==> src/rtl/jedro_1_lsu.sv <==
// Load/store unit: one outstanding bus transfer, lane steering for byte/half/word, load write-back.
// Optional JEDRO_1_MISALIGN_TRAP_EN: trap misaligned requests instead of silently aligning them.
module jedro_1_lsu #(
    parameter int DATA_WIDTH     = 32,
    parameter int REG_ADDR_WIDTH = $clog2(DATA_WIDTH)
) (
    input  logic                      clk_i,
    input  logic                      rstn_i,
    input  logic                      ctrl_valid_i,
    output logic                      ctrl_ready_o,
    input  logic                      ctrl_we_i,
    input  logic [1:0]                ctrl_size_i,
    input  logic                      ctrl_unsigned_i,
    input  logic [DATA_WIDTH-1:0]     ctrl_addr_i,
    input  logic [DATA_WIDTH-1:0]     ctrl_wdata_i,
    input  logic [REG_ADDR_WIDTH-1:0] ctrl_rd_i,
    output logic [REG_ADDR_WIDTH-1:0] rf_addr_o,
    output logic [DATA_WIDTH-1:0]     rf_data_o,
    output logic                      rf_we_o,
    output logic                      bus_req_o,
    output logic                      bus_we_o,
    output logic [DATA_WIDTH-1:0]     bus_addr_o,
    output logic [3:0]                bus_be_o,
    output logic [DATA_WIDTH-1:0]     bus_wdata_o,
    input  logic                      bus_ack_i,
    input  logic [DATA_WIDTH-1:0]     bus_rdata_i,
    output logic                      busy_o,
    output logic                      misaligned_o
);

    localparam logic [1:0] IDLE = 2'd0;
    localparam logic [1:0] BUS  = 2'd1;
    localparam logic [1:0] WB   = 2'd2;

    localparam logic [1:0] SZ_BYTE = 2'b00;
    localparam logic [1:0] SZ_HALF = 2'b01;

    logic [1:0]                state_q, state_d;
    logic                      we_q, we_d;
    logic [1:0]                size_q, size_d;
    logic                      uns_q, uns_d;
    logic [1:0]                off_q, off_d;
    logic [DATA_WIDTH-1:0]     addr_q, addr_d;
    logic [3:0]                be_q, be_d;
    logic [DATA_WIDTH-1:0]     wdata_q, wdata_d;
    logic [REG_ADDR_WIDTH-1:0] rd_q, rd_d;
    logic [DATA_WIDTH-1:0]     rf_data_q, rf_data_d;
    logic                      mis_q, mis_d;

    logic [1:0]                req_off;
    logic [3:0]                req_be;
    logic [DATA_WIDTH-1:0]     req_wdata;

    // Select the addressed lane and extend it to the full register width.
    function automatic logic [DATA_WIDTH-1:0] load_ext(
        input logic [DATA_WIDTH-1:0] rdata,
        input logic [1:0]            size,
        input logic [1:0]            off,
        input logic                  uns
    );
        logic [DATA_WIDTH-1:0] sh;
        logic signed [7:0]     b;
        logic signed [15:0]    h;
        sh = rdata >> {off, 3'b000};
        b  = sh[7:0];
        h  = sh[15:0];
        case (size)
            SZ_BYTE: load_ext = uns ? {{(DATA_WIDTH-8){1'b0}}, b}  : {{(DATA_WIDTH-8){b[7]}}, b};
            SZ_HALF: load_ext = uns ? {{(DATA_WIDTH-16){1'b0}}, h} : {{(DATA_WIDTH-16){h[15]}}, h};
            default: load_ext = rdata;
        endcase
    endfunction

    always_comb begin
        req_off   = 2'b00;
        req_be    = 4'b1111;
        req_wdata = ctrl_wdata_i;
        case (ctrl_size_i)
            SZ_BYTE: begin
                req_off   = ctrl_addr_i[1:0];
                req_be    = 4'b0001 << ctrl_addr_i[1:0];
                req_wdata = {(DATA_WIDTH/8){ctrl_wdata_i[7:0]}};
            end
            SZ_HALF: begin
                req_off   = {ctrl_addr_i[1], 1'b0};
                req_be    = 4'b0011 << {ctrl_addr_i[1], 1'b0};
                req_wdata = {(DATA_WIDTH/16){ctrl_wdata_i[15:0]}};
            end
            default: ;
        endcase
    end

`ifdef JEDRO_1_MISALIGN_TRAP_EN
    logic req_mis;
    always_comb begin
        case (ctrl_size_i)
            SZ_BYTE: req_mis = 1'b0;
            SZ_HALF: req_mis = ctrl_addr_i[0];
            default: req_mis = (ctrl_addr_i[1:0] != 2'b00);
        endcase
    end
`endif

    always_comb begin
        state_d   = state_q;
        we_d      = we_q;
        size_d    = size_q;
        uns_d     = uns_q;
        off_d     = off_q;
        addr_d    = addr_q;
        be_d      = be_q;
        wdata_d   = wdata_q;
        rd_d      = rd_q;
        rf_data_d = rf_data_q;
        mis_d     = 1'b0;
        case (state_q)
            IDLE: begin
                if (ctrl_valid_i) begin
                    we_d    = ctrl_we_i;
                    size_d  = ctrl_size_i;
                    uns_d   = ctrl_unsigned_i;
                    off_d   = req_off;
                    addr_d  = {ctrl_addr_i[DATA_WIDTH-1:2], 2'b00};
                    be_d    = req_be;
                    wdata_d = req_wdata;
                    rd_d    = ctrl_rd_i;
`ifdef JEDRO_1_MISALIGN_TRAP_EN
                    // A trapped request is consumed here and never reaches the bus.
                    if (req_mis) mis_d = 1'b1;
                    else         state_d = BUS;
`else
                    state_d = BUS;
`endif
                end
            end
            BUS: begin
                if (bus_ack_i) begin
                    if (we_q) begin
                        state_d = IDLE;
                    end else begin
                        rf_data_d = load_ext(bus_rdata_i, size_q, off_q, uns_q);
                        state_d   = WB;
                    end
                end
            end
            WB:      state_d = IDLE;
            default: state_d = IDLE;
        endcase
    end

    always_ff @(posedge clk_i or negedge rstn_i) begin
        if (!rstn_i) begin
            state_q   <= IDLE;
            we_q      <= 1'b0;
            size_q    <= 2'b00;
            uns_q     <= 1'b0;
            off_q     <= 2'b00;
            addr_q    <= '0;
            be_q      <= 4'b0000;
            wdata_q   <= '0;
            rd_q      <= '0;
            rf_data_q <= '0;
            mis_q     <= 1'b0;
        end else begin
            state_q   <= state_d;
            we_q      <= we_d;
            size_q    <= size_d;
            uns_q     <= uns_d;
            off_q     <= off_d;
            addr_q    <= addr_d;
            be_q      <= be_d;
            wdata_q   <= wdata_d;
            rd_q      <= rd_d;
            rf_data_q <= rf_data_d;
            mis_q     <= mis_d;
        end
    end

    // Ready is masked by reset so every output reads 0 while rstn_i is low.
    assign ctrl_ready_o = (state_q == IDLE) && rstn_i;
    assign busy_o       = (state_q != IDLE);
    assign bus_req_o    = (state_q == BUS);
    assign bus_we_o     = we_q;
    assign bus_addr_o   = addr_q;
    assign bus_be_o     = be_q;
    assign bus_wdata_o  = wdata_q;
    assign rf_addr_o    = rd_q;
    assign rf_data_o    = rf_data_q;
    assign rf_we_o      = (state_q == WB) && (rd_q != '0);
    assign misaligned_o = mis_q;

endmodule
==> config.mk <==
export PLATFORM = sky130hd
export DESIGN_NAME = jedro_1_lsu
export DESIGN_NICKNAME = d
export VERILOG_FILES = /design/src/rtl/jedro_1_lsu.sv
export SDC_FILE = /design/constraint.sdc
export NUM_CORES = 1
export LEC_CHECK = 0
export ABC_AREA = 1
export CORE_MARGIN = 3
export CORE_UTILIZATION = 47
export DETAILED_ROUTE_END_ITERATION = 8
export PLACE_DENSITY = 0.86
export SYNTH_ARGS = -nofsm -noshare
export SYNTH_HDL_FRONTEND = slang
export SYNTH_SLANG_ARGS = --single-unit
==> constraint.sdc <==
create_clock -name clk_i -period 3.4 [get_ports clk_i]
set_input_delay 0.51 -clock clk_i [delete_from_list [all_inputs] [get_ports clk_i]]
set_output_delay 0.51 -clock clk_i [all_outputs]
set_load 0.05 [all_outputs]
# == After elaboration in Yosys (flattened, before gate mapping) ==
# Cells that the tools add are included.
# W data, S select, Z words.
# classes
n_eq_ne,6
shift,3
mux,10
bitwise_logic,1
n_reduce_logical,10
# op_table
operator,n
$pmux W32 S2,2
$mux W32,2
$shr A32 B5 Y16,1
$pmux W2 S2,2
$pmux W4 S2,1
$eq A2 B1 Y1 const B,3
$logic_not A2 Y1,3
$mux W2,3
$reduce_bool A5 Y1,1
$reduce_and A2 Y1,2
$shl A1 B2 Y4 const A,1
$shl A2 B2 Y4 const A,1
$reduce_and A3 Y1,1
$eq A2 B2 Y1 const B,1
$logic_and A1 B1 Y1,2
$ne A2 B1 Y1 const B,1
$ne A2 B2 Y1 const B,1
$reduce_bool A2 Y1,1
$not A1 Y1,1
# totals
reg_bits,111
inputBits,109
output_inout_bits,111

# == Depth between registers and ports, before layout ==
# Gate-level depths: netlist (run 1).
# logic_depth
depth_word,3
mapped_depth,11

# == Worst setup path after synthesis (run 1) ==
# Ideal clock, no wire load.
# synth_timing
kind,reg2out
startpoint,register state_q[0]
endpoint,output ctrl_ready_o
arrival_time_ps,1511
required_time_ps,2890
setup_slack_ps,1379
stages_incl_launch_ff,4
path_buffers,0
path_cell_list,dfrtp_1 -> inv_1 -> nand2_1 -> nor2_1
# synth_between
elab_chain_len,2
# synth_lines
item,line,rtl
"start, declared",38,"logic [1:0] state_q, state_d;"
"start signal, assigned",165,state_q <= state_d;
$logic_not A2 Y1,180,assign ctrl_ready_o = (state_q == IDLE) && rstn_i;
$logic_and A1 B1 Y1,180,
"end, declared",10,"output logic ctrl_ready_o,"
# Every way passes these cells.

# == Worst setup path in the final report (run 1) ==
# layout_timing
startpoint,"register rd_q[2], in the netlist rf_addr_o[2]"
endpoint,output rf_we_o
# layout_between
elab_chain_len,2
# layout_lines
item,line,rtl
"start, declared",46,"logic [REG_ADDR_WIDTH-1:0] rd_q, rd_d;"
"start signal, assigned",173,rd_q <= rd_d;
$reduce_bool A5 Y1,189,assign rf_we_o = (state_q == WB) && (rd_q != '0);
$logic_and A1 B1 Y1,189,
"end, declared",19,"output logic rf_we_o,"
# Every way passes these cells.

==> results of run 1 <==
## placed cells by master, fill, tap and decap left out, types with 5 or more instances in the layout
cell type	n
nand3_1	24
inv_1	51
nor2_1	35
o21ai_0	43
clkdlybuf4s50_1	215
a21oi_2	8
nand2_1	255
clkbuf_16	9
nand3_2	13
dfrtp_1	111
or2_2	16
a21oi_1	73
inv_2	5
buf_4	9
## cell families (layout without fill, tap and decap cells)
logic type / Yosys count / count (layout) / share of synthesized area
AO/OA/AOI/OAI: 128 / 128 / 0.124
buffers and inverters: 99 / 298 / 0.0817
flip-flops: 111 / 111 / 0.509
other: 1 / 3 / 0.000687
AND/OR/NAND/NOR: 354 / 354 / 0.284
## power by group through the flow
stage / registers [mW] / logic (mW) / clock network (mW)
2_1_floorplan: 4.44 / 1.55 / 0
3_3_place_gp: 2.39 / 5.32 / 0
3_5_place_dp: 2.40 / 5.38 / 0
4_1_cts: 2.40 / 5.39 / 1.12
5_1_grt: 2.48 / 5.69 / 1.18
6_report: 2.40 / 5.36 / 1.10
## routing by layer
layer / global-route usage / vias up / share of wire
li1: - / 2568 / -
met1: 0.320 / 2423 / 0.40
met2: 0.405 / 247 / 0.49
met3: 0.0764 / 37 / 0.084
met4: 0.0841 / 0 / 0.025
met5: 0 / - / 0
## final timing paths
check / slack (ns) / to / cells past startpoint / from
worst max-delay path: 1.03 / rf_we_o / 5 / rf_addr_o[2]
worst min-delay path: 0.28 / rf_data_o[3] / 2 / rstn_i
worst max register to register: 1.18 / rf_data_o[16] / 7 / size_q[1]
worst min register to register: 0.48 / bus_addr_o[14] / 2 / bus_addr_o[14]
max in group asynchronous: 1.90 / bus_addr_o[19] / 3 / rstn_i
min in group clk_i: 0.48 / bus_addr_o[14] / 2 / bus_addr_o[14]
## area by class of cell
| class | count | area share |
|---|---|---|
| clock inverter | 7 | 0.0101 |
| tap | 140 | 0.0220 |
| sequential | 111 | 0.349 |
| inverter | 58 | 0.0277 |
| multi-input combinational | 485 | 0.283 |
| clock buffer | 9 | 0.0283 |
| timing repair buffer | 224 | 0.279 |
## worst max-delay path: stages, from the launching register on
cell,delay [ns]
dfrtp_1,0.42
nor3_1,0.20
nand2_1,0.07
nand3_1,0.07
inv_1,0.04
clkdlybuf4s50_1,0.71
## registers in the layout (all words and copies together), names as in the netlist
signal       flops
bus_addr_o      30
off_q            2
size_q           2
state_q          2
rf_addr_o        5
uns_q            1
bus_be_o         4
rf_data_o       32
bus_we_o         1
bus_wdata_o     32
## through the flow
stage	util	hold slack (ns)	worst slack [ns]	power, mW	area (µm²)
6_report	0.718	0.278	1.03	8.86	7950
5_1_grt	0.718	0.320	0.896	9.35	7950
4_1_cts	0.718	0.297	1.01	8.90	7950
3_5_place_dp	0.690	0.464	0.840	7.78	7640
3_3_place_gp	0.690	0.461	0.895	7.71	7640
2_1_floorplan	-	0.214	1.38	5.99	5460
==> run summary, run 1 <==
Share of layout cells above drive strength 1 - 0.0872
Initial Util - 0.492
Hold buffer count at cts - 0
GR Util All Layers - 0.250
Clk pwr share - 0.124
Sequential Power Share - 0.271
Syn Area/Cell - 7.87 µm²
Initial antenna violation count - 0
Synth-to-Final Area Change - 45.7%
Synth area leaders - dfrtp_1 (51%), nand2_1 (18%), a21oi_1 (6.7%), o21ai_0 (3.9%), inv_1 (3.5%)
Total negative slack - 0 ns
DP Wirelength - 11.5 mm
Row count - 38
PortBufs - 216
Multi-input gate area in the final layout - 2250 µm²
1st-pass router iterations - 7
Antenna viol nets, final - 0
Slew at the pin with the worst max-slew slack - 0.776 ns
Via count - 5,275
WS Path Type - reg -> out
CP required - 2.89 ns
Async SR Flop Fraction - 1.00
Crit. End Element - primary output
Hold Fails Final Rpt - 0
Final number of setup-violating endpoints - 0
Chip height - 114 µm
Clock Path Buffers - 2
Inst Count DP - 1,018
DRT iter0 DRCs - 347
Run status - complete, no violations
Root Buffer - clkbuf_16
Top_reg_cell synth - dfrtp_1
Routability cong. - 0.878
Die area - 12,900 µm²
CTS clk-pin slew, worst paths - 0.08 ns
Seq cells post-synth - 111
FMAX - 422 MHz
Post-synth cell types - 30
Footprint of the flip-flops and latches - 2780 µm²
Syn Std Cell Area - 5460 µm²
Max-Slew Margin vs Limit - 0.483
VDD IR-drop max - 0.000667 V
Area share of the largest cell type after synthesis - 0.509
Switching share of power - 0.519
Insertion delay to the later sink of the worst-skew pair - 0.35 ns
Pleak - 3.79 nW
Synth top cells by count - nand2_1 (255), dfrtp_1 (111), a21oi_1 (73)
Pin count of the biggest net entering global routing - 63
First-pass GRT wire length - 25.9 mm
CTS tree - built
Core ar. - 11,100 µm²
Setup bufs post-CTS - 0
Synth Warn # - 0
Top-count cell post-synth - nand2_1
Fillcell total - 868
Power share of the combinational group - 0.605
Slew Limit Fails - 0
DR WL/cell - 15.5 µm
Cts repair resizes - 0
Post-synthesis sequential area ratio - 0.509
Fin nets - 998
Chip Width - 114 µm
Period minus WS final - 2.37 ns
Pwr Density - 1110 nW/µm²
Routed WL - 16.0 mm
Post-route clock period utilization - 0.697
Vias per cell - 5.10
Critical Path Start Type - register
Ant. Diodes - 0
Congestion Overflow GR - 0
Max Cap Viol - 0
Int Power - 4.26 mW
Worst Skew - 0.0105 ns
DRC - 0
TritonCTS buffer count - 9
RSZ-0062 raised after global routing - false
Finished Layout Cells - 1,034
Critical path peak fanout - 3
# clock sinks - 111
CP arrival - 1.86 ns
EDFF count, synth - 0
Area leader, netlist - dfrtp_1
Vias in the first global route - 5,139
I/O pin cnt - 220
H-tree depth - 3
Synthesized instance count - 693
NetSw - 4.60 mW
Worst Hold Class - in -> async
No activity file was read; power rests on OpenSTA's default activity.
==> run 2: changes to the inputs <==
- CORE_UTILIZATION: 47 -> 44
- PLACE_DENSITY: 0.86 -> 0.81
- clock period: 3.4 -> 2.3 ns (I/O delays scaled with it)
==> run 2 against run 1 <==
Utilization decreased by 5.1 points. Register-to-register slack lost 0.63 ns. Final cell count rose by 3.2%.
==> run summary, run 2 (same netlist as run 1, synthesis figures left out) <==
Run status - complete, no violations
DR WL/cell - 15.2 µm (-1.7%)
Fillcell total - 1,019 (+17%)
GR Util All Layers - 0.237 (-0.0131)
Clock Path Buffers - 2 (unchanged)
Initial Util - 0.452 (-0.0402)
DRC - 0 (unchanged)
Critical Path Start Type - register
R2R cell count - 7 (unchanged)
FMAX - 464 MHz
DP Wirelength - 11.4 mm (-1.3%)
Hold Fails Final Rpt - 0 (unchanged)
Share of layout cells above drive strength 1 - 0.0923 (+0.00508)
CTS tree - built
Cts repair resizes - 0 (unchanged)
Hold buffer count at cts - 0 (unchanged)
Row count - 40 (+5.3%)
FF-to-FF End - rf_data_o[21]
H-tree depth - 3 (unchanged)
Fin nets - 1,003 (+0.50%)
Core ar. - 12,100 µm² (+8.9%)
First-pass GRT wire length - 26.5 mm (+2.3%)
Vias in the first global route - 5,153 (+0.27%)
# clock sinks - 111 (unchanged)
Total Power - 13.1 mW (+48%)
Antenna viol nets, final - 0 (unchanged)
Worst Hold Class - in -> async
Chip Width - 117 µm (+3.2%)
CTS clk-pin slew, worst paths - 0.07 ns (about the same)
CP required - 1.96 ns (-0.93 ns)
Root Buffer - clkbuf_16
Vias per cell - 4.97 (-2.6%)
Chip height - 117 µm (+3.2%)
Max-Slew Margin vs Limit - 0.561 (+0.0785)
Ant. Diodes - 0 (unchanged)
Critical path peak fanout - 3 (unchanged)
Setup bufs post-CTS - 0 (unchanged)
Max Cap Viol - 0 (unchanged)
Footprint of the flip-flops and latches - 2780 µm² (unchanged)
Crit. End Element - primary output
Die area - 13,800 µm² (+6.4%)
Final number of setup-violating endpoints - 0 (unchanged)
1st-pass router iterations - 7 (unchanged)
Total negative slack - 0 ns (unchanged)
Worst Skew - 0.00826 ns (-0.00220 ns)
R2R Path Start - off_q[1]
Routability cong. - 0.865 (-1.5%)
Multi-input gate area in the final layout - 2250 µm² (unchanged)
Pin count of the biggest net entering global routing - 112 (+78%)
Layout Utilization - 0.666 (-0.0511)
WS Path Type - reg -> out
Via count - 5,301 (+0.49%)
Initial antenna violation count - 0 (unchanged)
RSZ-0062 raised after global routing - false
Congestion Overflow GR - 0 (unchanged)
Slew at the pin with the worst max-slew slack - 0.658 ns (-0.118 ns)
Pleak - 3.82 nW (+0.72%)
Commonest cells after routing, fill and taps aside - nand2_1 (255), clkdlybuf4s50_1 (214), dfrtp_1 (111), a21oi_1 (73), inv_1 (51)
DRT iter0 DRCs - 455 (+31%)
Pwr Density - 1630 nW/µm² (+46%)
Routed WL - 16.3 mm (+1.4%)
Commonest non-fill, non-tap cell in the layout - nand2_1
Insertion delay to the later sink of the worst-skew pair - 0.35 ns (about the same)
VDD IR-drop max - 0.000875 V (+31%)
Post-route clock period utilization - 0.937
Register-to-register setup slack - 0.55 ns (-0.63 ns)
TritonCTS buffer count - 9 (unchanged)
Slew Limit Fails - 0 (unchanged)
Period minus WS final - 2.16 ns
I/O pin cnt - 220 (unchanged)
PortBufs - 216 (unchanged)
Synth-to-Final Area Change - 47.4%
CP arrival - 1.81 ns (-0.05 ns)
## run 2: per-stage QoR
stage | setup slack, ns | std cells | hold slack (ns) | cell area (µm²)
2_1_floorplan | 0.444 | 695 | 0.0494 | 5460
3_3_place_gp | 0.336 | 1051 | 0.461 | 7750
3_5_place_dp | 0.252 | 1051 | 0.464 | 7750
4_1_cts | 0.114 | 1067 | 0.121 | 8040
5_1_grt | 0.0350 | 1067 | 0.135 | 8040
6_report | 0.144 | 1067 | 0.0212 | 8040
## run 2: worst max-delay path by stage
stage	start	to	cells past startpoint
2_1_floorplan	state_q[0]	ctrl_ready_o	3
3_3_place_gp	ctrl_size_i[1]	bus_wdata_o[8]	6
3_5_place_dp	ctrl_size_i[1]	bus_wdata_o[10]	6
4_1_cts	rf_addr_o[3]	rf_we_o	5
5_1_grt	rf_addr_o[3]	rf_we_o	5
6_report	rf_addr_o[3]	rf_we_o	5
## run 2: per-layer routing
| layer | share of wire | global-route usage |
|---|---|---|
| met5 | 0 | 0 |
| met4 | 0.038 | 0.118 |
| met3 | 0.071 | 0.0598 |
| met2 | 0.46 | 0.358 |
| met1 | 0.43 | 0.318 |
## run 2: cell type report
| type | count | area share |
|---|---|---|
| Sequential cell | 111 | 0.346 |
| Inverter | 58 | 0.0274 |
| Clock buffer | 12 | 0.0319 |
| Tap cell | 168 | 0.0261 |
| Multi-Input combinational cell | 485 | 0.280 |
| Clock inverter | 4 | 0.00374 |
| Timing Repair Buffer | 229 | 0.285 |
## run 2: worst max-delay path, stage by stage (launching register included)
cell,delay (ns)
dfrtp_1,0.40
nor3_1,0.19
nand2_1,0.07
nand3_1,0.06
inv_1,0.04
clkdlybuf4s50_1,0.70
## run 2: where the power goes
part,total (mW),internal [mW],switching (mW)
registers,3.47,2.90,0.569
clock network,1.52,0.798,0.717
logic,8.12,2.60,5.52
total,13.1,6.30,6.80
